### config.mk
export PLATFORM = sky130hd
export DESIGN_NAME = polyphony32_voice_scheduler
export DESIGN_NICKNAME = d
export VERILOG_FILES = /design/src/rtl/polyphony32_voice_scheduler.sv
export SDC_FILE = /design/constraint.sdc
export NUM_CORES = 2
export LEC_CHECK = 0
export CAP_MARGIN = 30
export CORE_ASPECT_RATIO = 0.75
export CORE_MARGIN = 4
export CORE_UTILIZATION = 40
export DETAILED_ROUTE_END_ITERATION = 7
export PLACE_DENSITY = 0.56
export SYNTH_ARGS = -nofsm -noshare
export SYNTH_HDL_FRONTEND = slang
export SYNTH_SLANG_ARGS = --single-unit
export TNS_END_PERCENT = 5
### constraint.sdc
create_clock -name clk -period 7.1 [get_ports clk]
set_input_delay 1.42 -clock clk [delete_from_list [all_inputs] [get_ports clk]]
set_output_delay 1.42 -clock clk [all_outputs]
set_load 0.1 [all_outputs]
### src/rtl/polyphony32_voice_scheduler.sv
// polyphony32_voice_scheduler
//
// Voice allocator and per-frame sequencer in front of polyphony32_mixer.
// Note-on/note-off commands are mapped onto 32 voice slots. When every slot
// is busy, the least-recently-allocated voice is stolen. On each frame_tick
// the 32 slots are walked in order through a single time-shared voice
// engine, and the returned samples are packed into a 512-bit frame.
//
// Ports:
//   clk, reset            clock (rising edge), asynchronous active-low reset
//   cmd_valid/on/note     command strobe, 1 = note-on / 0 = note-off, note
//   frame_tick            one-cycle sample-rate strobe
//   voice_req/idx/note    request to the voice engine (held until ack)
//   voice_ack/sample      engine response, sample is signed 16-bit
//   samples               packed frame, slot i at [16i+15:16i]
//   samples_ready         one-cycle pulse when a new frame is on samples
//   multiplier            mixer attenuation derived from active_count
//   active_count          number of active slots, 0..32
//   steal                 one-cycle pulse when a note-on steals a voice
//   overrun               one-cycle pulse when a frame_tick was dropped
module polyphony32_voice_scheduler (
  input  logic         clk,
  input  logic         reset,
  input  logic         cmd_valid,
  input  logic         cmd_on,
  input  logic [5:0]   cmd_note,
  input  logic         frame_tick,
  output logic         voice_req,
  output logic [4:0]   voice_idx,
  output logic [5:0]   voice_note,
  input  logic         voice_ack,
  input  logic [15:0]  voice_sample,
  output logic [511:0] samples,
  output logic         samples_ready,
  output logic [7:0]   multiplier,
  output logic [5:0]   active_count,
  output logic         steal,
  output logic         overrun
);

  typedef enum logic [1:0] {S_IDLE, S_SCAN, S_WAIT, S_DONE} seq_state_t;

  // Voice table. Active ranks form the dense set 0..count-1, rank 0 newest.
  logic [31:0] slot_active;
  logic [5:0]  slot_note [32];
  logic [4:0]  slot_rank [32];
  logic [5:0]  count_q;
  logic        steal_q;

  logic        hit;
  logic [4:0]  hit_idx;
  logic [4:0]  hit_rank;
  logic        free_found;
  logic [4:0]  free_idx;
  logic [4:0]  oldest_idx;

  // Lookup for the incoming command. Scanning from 31 down to 0 lets the
  // lowest matching index win. Inactive slots always carry rank 0, so the
  // rank-31 slot only exists (and is unique) when the table is full.
  always_comb begin
    hit        = 1'b0;
    hit_idx    = '0;
    free_found = 1'b0;
    free_idx   = '0;
    oldest_idx = '0;
    for (int i = 31; i >= 0; i--) begin
      if (slot_active[i] && (slot_note[i] == cmd_note)) begin
        hit     = 1'b1;
        hit_idx = 5'(i);
      end
      if (!slot_active[i]) begin
        free_found = 1'b1;
        free_idx   = 5'(i);
      end
      if (slot_rank[i] == 5'd31) begin
        oldest_idx = 5'(i);
      end
    end
    hit_rank = slot_rank[hit_idx];
  end

  // Table update. Later non-blocking writes to the chosen slot override the
  // bulk rank shift applied by the loop just before them.
  always_ff @(posedge clk or negedge reset) begin
    if (!reset) begin
      slot_active <= '0;
      count_q     <= '0;
      steal_q     <= 1'b0;
      for (int i = 0; i < 32; i++) begin
        slot_note[i] <= '0;
        slot_rank[i] <= '0;
      end
    end else begin
      steal_q <= 1'b0;
      if (cmd_valid) begin
        if (cmd_on) begin
          if (hit) begin
            for (int i = 0; i < 32; i++) begin
              if (slot_active[i] && (slot_rank[i] < hit_rank)) begin
                slot_rank[i] <= slot_rank[i] + 5'd1;
              end
            end
            slot_rank[hit_idx] <= '0;
          end else if (free_found) begin
            for (int i = 0; i < 32; i++) begin
              if (slot_active[i]) begin
                slot_rank[i] <= slot_rank[i] + 5'd1;
              end
            end
            slot_active[free_idx] <= 1'b1;
            slot_note[free_idx]   <= cmd_note;
            slot_rank[free_idx]   <= '0;
            count_q               <= count_q + 6'd1;
          end else begin
            for (int i = 0; i < 32; i++) begin
              slot_rank[i] <= slot_rank[i] + 5'd1;
            end
            slot_note[oldest_idx] <= cmd_note;
            slot_rank[oldest_idx] <= '0;
            steal_q               <= 1'b1;
          end
        end else if (hit) begin
          for (int i = 0; i < 32; i++) begin
            if (slot_active[i] && (slot_rank[i] > hit_rank)) begin
              slot_rank[i] <= slot_rank[i] - 5'd1;
            end
          end
          slot_active[hit_idx] <= 1'b0;
          slot_rank[hit_idx]   <= '0;
          count_q              <= count_q - 6'd1;
        end
      end
    end
  end

  // Frame sequencer.
  seq_state_t  state_q;
  seq_state_t  state_d;
  logic [4:0]   idx_q;
  logic [511:0] staging_q;
  logic [511:0] samples_q;
  logic [7:0]   mult_q;
  logic [7:0]   mult_now;
  logic [4:0]   voice_idx_q;
  logic [5:0]   voice_note_q;
  logic         overrun_q;
  logic         last_slot;
  logic         cur_active;

  assign last_slot  = (idx_q == 5'd31);
  assign cur_active = slot_active[idx_q];
  assign mult_now   = (count_q == 6'd32) ? 8'hFF : {count_q[4:0], 3'b000};

  always_comb begin
    state_d = state_q;
    case (state_q)
      S_IDLE: if (frame_tick) state_d = S_SCAN;
      S_SCAN: begin
        if (cur_active)     state_d = S_WAIT;
        else if (last_slot) state_d = S_DONE;
      end
      S_WAIT: begin
        if (voice_ack) state_d = last_slot ? S_DONE : S_SCAN;
      end
      S_DONE:  state_d = S_IDLE;
      default: state_d = S_IDLE;
    endcase
  end

  always_ff @(posedge clk or negedge reset) begin
    if (!reset) state_q <= S_IDLE;
    else        state_q <= state_d;
  end

  // Datapath: slot cursor, staging frame, latched request and held outputs.
  always_ff @(posedge clk or negedge reset) begin
    if (!reset) begin
      idx_q        <= '0;
      staging_q    <= '0;
      samples_q    <= '0;
      mult_q       <= '0;
      voice_idx_q  <= '0;
      voice_note_q <= '0;
      overrun_q    <= 1'b0;
    end else begin
      overrun_q <= frame_tick && (state_q != S_IDLE);
      case (state_q)
        S_IDLE: if (frame_tick) idx_q <= '0;
        S_SCAN: begin
          if (cur_active) begin
            voice_idx_q  <= idx_q;
            voice_note_q <= slot_note[idx_q];
          end else begin
            staging_q[{idx_q, 4'b0000} +: 16] <= 16'h0000;
            if (!last_slot) idx_q <= idx_q + 5'd1;
          end
        end
        S_WAIT: begin
          if (voice_ack) begin
            staging_q[{idx_q, 4'b0000} +: 16] <= voice_sample;
            if (!last_slot) idx_q <= idx_q + 5'd1;
          end
        end
        S_DONE: begin
          samples_q <= staging_q;
          mult_q    <= mult_now;
        end
        default: ;
      endcase
    end
  end

  // In DONE the fresh frame and multiplier are shown directly so they line
  // up with samples_ready; afterwards the held copies keep the bus stable.
  assign voice_req     = (state_q == S_WAIT);
  assign voice_idx     = voice_idx_q;
  assign voice_note    = voice_note_q;
  assign samples_ready = (state_q == S_DONE);
  assign samples       = (state_q == S_DONE) ? staging_q : samples_q;
  assign multiplier    = (state_q == S_DONE) ? mult_now : mult_q;
  assign active_count  = count_q;
  assign steal         = steal_q;
  assign overrun       = overrun_q;

endmodule
# [Yosys cells after proc, flatten, opt, wreduce, memory -nomap -nowiden]
# Cells that the tools add are included.
[totals] regBits=1442 word_cells=1062 out_inout_bits=541
[op_classes] eq_ne=74 n_shift=3 reduce_logical=115 magnitude_cmp=76 n_mux=636 add_sub_neg=68 bitwise_logic=15
[ops] operator="two-way mux 5 bit" n=521
[ops] operator="two-way mux 512 bit" n=3
[ops] operator="bitwise mux 512 bit" n=2
[ops] operator="one-hot mux 512 bit (2 select lines)" n=1
[ops] operator="bitwise AND 160 bit" n=4
[ops] operator="two-way mux 160 bit" n=4
[ops] operator="variable shift 16 x 11 -> 512 bit (first input constant)" n=1
[ops] operator="variable part select 16 x 11 -> 512 bit" n=1
[ops] operator="variable part select 16 x 11 -> 512 bit (first input constant)" n=1
[ops] operator="NOT 160 bit" n=3
[ops] operator="bitwise mux 192 bit" n=2
[ops] operator="equality test 6 bit" n=32
[ops] operator="two-way mux 192 bit" n=1
[ops] operator="adder 5 x 1 -> 5 bit (second input constant)" n=33
[ops] operator="equality test 5 bit (second input constant)" n=33
[ops] operator="greater-than comparator 5 bit" n=32
[ops] operator="< comparator 5 bit" n=32
[ops] operator="subtractor 5 x 1 -> 5 bit (second input constant)" n=32
[ops] operator="two-way mux 32 bit" n=4
[ops] operator="logical AND 1 bit" n=102
[ops] operator="demux 5 bit (select 5 bit)" n=3
[ops] operator="two-way mux 1 bit" n=71
[ops] operator="demux 6 bit (select 5 bit)" n=2
[ops] operator="two-way mux 6 bit" n=8
[ops] operator="other kinds (32)" n=59

# [Longest topological paths before layout]
[depth] ltp_word=47 depth_mapped=29 ltp_nobuf=23

# [Worst setup path after synthesis]
# Ideal clock, no wire load.
[synth_timing] kind="input to register" start="in cmd_note[3]" end="reg slot_rank[38] (netlist bit)" required_ps=6974 setup_time_ps=126 setup_slack_ps=-2078 cell_stages=26 t_arrival_ps=9052 path_buffers=5 cell_sequence="buf_6 > buf_8 > buf_6 > xor2_1 > nor4_1 > a211oi_1 > o31a_1 > o211a_1 > buf_6 > nor2_8 > buf_6 > nor2_1 > a2111oi_1 > o2111ai_1 > nor4_1 > ha_1 > nor2b_1 > o21a_1 > o21a_1 > o21ai_0 > nand3_1 > nor2_1 > xnor2_1 > o21ai_0 > a32o_1 > a221o_1"
[synth_between] elab_chain_len=47 word_cells_on_any_way=157 cone_classes="order compare (4); eq/ne (32); mux (80); bitwise (4); reduce/logical (37)"
[synth_lines] item="start, declared" line_no="26" rtl="input logic [5:0] cmd_note,"
[synth_lines] item="equality test 6 bit" line_no="67" rtl="if (slot_active[i] && (slot_note[i] == cmd_note)) begin"
[synth_lines] item="logical AND 1 bit" line_no="67"
[synth_lines] item="two-way mux 5 bit (32 in a row)" line_no="67"
[synth_lines] item="NOT 5 -> 6 bit (implied by the code)" line_no="79, 103, 129"
[synth_lines] item="binary-select mux 5 bit (select 5 bit)" line_no="79" rtl="hit_rank = slot_rank[hit_idx];"
[synth_lines] item="two-way mux 5 bit (implied by the code) (2 in a row)" line_no="79"
[synth_lines] item="greater-than comparator 5 bit or < comparator 5 bit (tied branches)" line_no="124, 99"
[synth_lines] item="logical AND 1 bit, on equally long branches" line_no="124, 99"
[synth_lines] item="two-way mux 5 bit, on equally long branches" line_no="124, 99"
[synth_lines] item="two-way mux 5 bit, on equally long branches" line_no="122, 97"
[synth_lines] item="two-way mux 5 bit" line_no="96" rtl="if (cmd_on) begin"
[synth_lines] item="two-way mux 5 bit" line_no="95" rtl="if (cmd_valid) begin"
[synth_lines] item="bitwise AND 160 bit (no line)"
[synth_lines] item="two-way mux 160 bit, on equally long branches" line_no="122, 97"
[synth_lines] item="two-way mux 160 bit" line_no="96"
[synth_lines] item="end signal, assigned by index" line_no="100" rtl="slot_rank[i] <= slot_rank[i] + 5'd1;"
[synth_lines] item="end signal, assigned by index" line_no="107" rtl="slot_rank[i] <= slot_rank[i] + 5'd1;"
[synth_lines] item="end signal, assigned by index" line_no="125" rtl="slot_rank[i] <= slot_rank[i] - 5'd1;"
[synth_lines] item="end, declared" line_no="46" rtl="logic [4:0] slot_rank [32];"
# Parallel ways exist; a longest one is shown, timed or not. The select of a mux whose other input is x is not followed.
# A chain may end at the register's enable or synchronous reset.

# [Final worst setup path]
[layout_timing] start="in cmd_note[5]" end="reg slot_rank[38] (netlist bit)"
# The elaborated chain is that of the path after synthesis.

==> flow_summary_export.csv <==
group,metric,value,unit
worst_setup_path,cp-end-kind,"flip-flop",
logic_synthesis,syn-mean-instance-area,10.20,sq um
sta,finalCriticalPeriod,7037,ps
placement,routabilityCongestion,1.037,
sta,tightest_slew,1131,ps
logic_synthesis,syn_area,0.07610,sq mm
floorplanning,die-area,0.1974,sq mm
route,drt_iter0_drc,7226,
grt,antenna_found_initial,10,
clock_tree,clockBufferDepth,3,
floorplanning,core_region_area,0.1889,sq mm
power_and_ir_drop,powerDensity,313.3,mW/mm^2
route,drtPass1Iterations,7,
power_and_ir_drop,ir_drop,842.5,uV
finish,design_area,0.1002,sq mm
clock_tree,insertion_delay,810,ps
sta,report.final.slew_viol_count,0,
floorplanning,die_w,511.7,microns
finish,final_util,53.04,%
floorplanning,start_util,40.29,%
placement,io_buffer_count,568,
logic_synthesis,netlist_instances,7460,
worst_setup_path,slowest_delay,470,ps
logic_synthesis,ys_seq_area_share,47.41,%
route,wl_per_cell,27.98,microns
sta,period_share,99.11,%
worst_setup_path,critPathLaunchType,"input port",
route,vias,65390,
route,route.antenna.remaining_nets,0,
route,via_per_inst,5.865,
clock_tree,cts_tree,"built",
sta,rsz0062_at_grt,"true",
finish,layout-drive-gt1-share,22.55,%
clock_tree,cts.sinks,1442,
clock_tree,holdBufCountCts,0,
sta,finalSetupViolCount,0,
logic_synthesis,synthArstFlopShare,100.0,%
grt,grt_pass1_vias,64000,
logic_synthesis,dominantRegCellSynth,"dfrtp_1",
clock_tree,htreeDepth,4,
outcome,status,"finished clean",
job,drv_cap,0,
placement,dp_hpwl,228800,microns
power_and_ir_drop,p_leak,44.07,nW
worst_setup_path,cp.required,7770,ps
logic_synthesis,synth-seq-cells,1442,
sta,clock_skew,47.67,ps
logic_synthesis,syn-num-nets,7759,
worst_setup_path,critPathMaxFanout,13,
clock_tree,numCtsBuffers,151,
clock_tree,path_clk_slew,60,ps
clock_tree,cts-root-buf,"clkbuf_16",
logic_synthesis,synth-edff-count,0,
floorplanning,rows,138,
route,drcViolationCount,0,
worst_setup_path,worst-setup-path-type,"in -> reg",
finish,nets,8808,
logic_synthesis,yosysWarnings,0,
floorplanning,die_y,385.8,microns
grt,grt.total_usage,30.73,%
grt,grt_overflow,0,
finish,syn_to_final_growth,31.64,%
worst_setup_path,reg2reg_setup_slack,580,ps
grt,grt_max_degree,186,
route,drt-total-wl,312000,microns
floorplanning,top_level_ports,569,
sta,relSlewSlack,23.92,%
logic_synthesis,yosysUniqueCellTypes,108,
worst_setup_path,crit_arrival,7710,ps
sta,hold_viol,0,
worst_setup_path,crit_path_frequent_cell,"buf_4",
placement,place_area,0.09470,sq mm
sta,fmax,142.1,MHz
worst_setup_path,critPathSlowestCell,"a32oi_1",
grt,grt_pass1_wl,450700,microns
min_path,worstHoldPathType,"reg -> reg",
cell usage after synthesis, types with 22 or more instances:
cell type     n  area [sq um]
nand3_1     188         940.9
nand2_1    1116          4189
nor4_2       22         275.3
mux2i_1      64         640.6
o22ai_1      99         619.3
mux4_2       62          1396
mux2_1       51         574.3
o31ai_1      30         225.2
o21ai_0     829          4149
nor2_1      316          1186
buf_1        34         127.6
ha_1        270          3378
xor2_1      161          1410
nor2b_1      26         162.7
a211oi_1     33         247.7
and3_1       72         450.4
xnor2_1     271          2374
clkbuf_1    405          1520
o221ai_1     30         262.8
a22oi_1      50         375.4
inv_1       208         780.8
nand4_1      64         400.4
dfrtp_1    1442         36080
o211ai_1     38         285.3
a31oi_1      53         331.6
a21oi_1     268          1341
buf_2        22         110.1
mux2_2      673          7579
nor3_1       75         375.4
nor4_1       48         300.3
cell families after synthesis:
logic type | after synthesis | share of synthesized area (%)
XOR/XNOR | 433 | 4.993
AND/OR/NAND/NOR | 2101 | 12.78
multiplexers | 851 | 13.41
flip-flops | 1442 | 47.41
AO/OA/AOI/OAI | 1657 | 13.05
adder cells (fa/ha/maj) | 271 | 4.465
buffers and inverters | 705 | 3.883
repair_timing:
item,4_1_cts,5_1_grt
endpoints found under the setup margin,0,148
hold endpoints to repair,0,0
setup buffers,0,3
resized for setup,0,18
metrics by stage:
step | hold slack, ps | std cells | setup WS, ps | TNS, ps | total power [mW]
2_1_floorplan | 444.4 | 7460 | -139.9 | -2433 | 18.08
3_5_place_dp | 464.0 | 10860 | -662.0 | -73260 | 22.99
4_1_cts | 478.5 | 11130 | 163.8 | 0 | 31.30
3_3_place_gp | 456.1 | 10600 | -616.1 | -65760 | 22.44
6_report | 473.7 | 11150 | 62.88 | 0 | 31.39
5_1_grt | 499.2 | 11150 | -11.96 | -12.90 | 32.90
cells in the final DEF (no fill, tap or decap), types with 208 or more instances in the layout:
master / Yosys / layout
buf_16: 0 / 270
o21ai_0: 829 / 827
mux2_2: 673 / 673
clkdlybuf4s50_1: 0 / 545
nand2_1: 1116 / 1115
inv_1: 208 / 208
dfrtp_1: 1442 / 1440
nor2_1: 316 / 306
ha_1: 270 / 268
xnor2_1: 271 / 270
buf_4: 4 / 524
a21oi_1: 268 / 266
final cells by class:
cell class,count,area [sq um]
fill,16370,88710
clock buffer,222,4427
timing repair buffer,1390,17660
antenna,4,10.01
clock inverter,48,696.9
inverter,211,792.0
sequential,1442,36090
multi-input combinational,5313,37350
tap,2520,3153
report_power, final:
part	internal, mW	leakage (nW)	total (mW)	switching, mW
Clock	4.61	2.50	8.25	3.65
Combinational	4.80	21.8	13.0	8.17
Sequential	8.93	19.8	10.2	1.23
Total	18.3	44.1	31.4	13.0
layer usage:
layer / routed length, microns / global-route usage [%] / up-vias
li1: - / - / 28560
met1: 137400 / 43.89 / 33090
met2: 131600 / 44.38 / 3067
met3: 30640 / 8.971 / 682
met4: 12280 / 10.64 / 2
met5: 11 / 0 / -
final timing paths:
| check | startpoint | to | depth (start not counted) |
|---|---|---|---|
| setup / recovery | cmd_note[5] | slot_rank[38] | 29 |
| hold / removal | voice_note[1] | voice_note[1] | 2 |
| setup reg to reg | slot_active[27] | slot_rank[38] | 24 |
| hold reg to reg | voice_note[1] | voice_note[1] | 2 |
| max in group asynchronous | reset | samples_q[481] | 3 |
| min in group asynchronous | reset | slot_note[120] | 1 |
critical path: cells and delay by family:
family / cells / cell delay, ps
compound gates: 10 / 2630
buf+inv: 7 / 1480
fa+ha+maj: 1 / 150
simple gates: 9 / 1720
xor+xnor: 2 / 270
sequential cells by signal, indices dropped and copies added, names as in the netlist:
signal and flops:
samples_q 512, staging_q 512, slot_note 192, slot_rank 160
slot_active 32, mult_q 8, active_count 6, voice_note 6
idx_q 5, voice_idx 5, state_q 2, overrun 1
steal 1
Note: power is estimated with default switching activity, not from simulation.
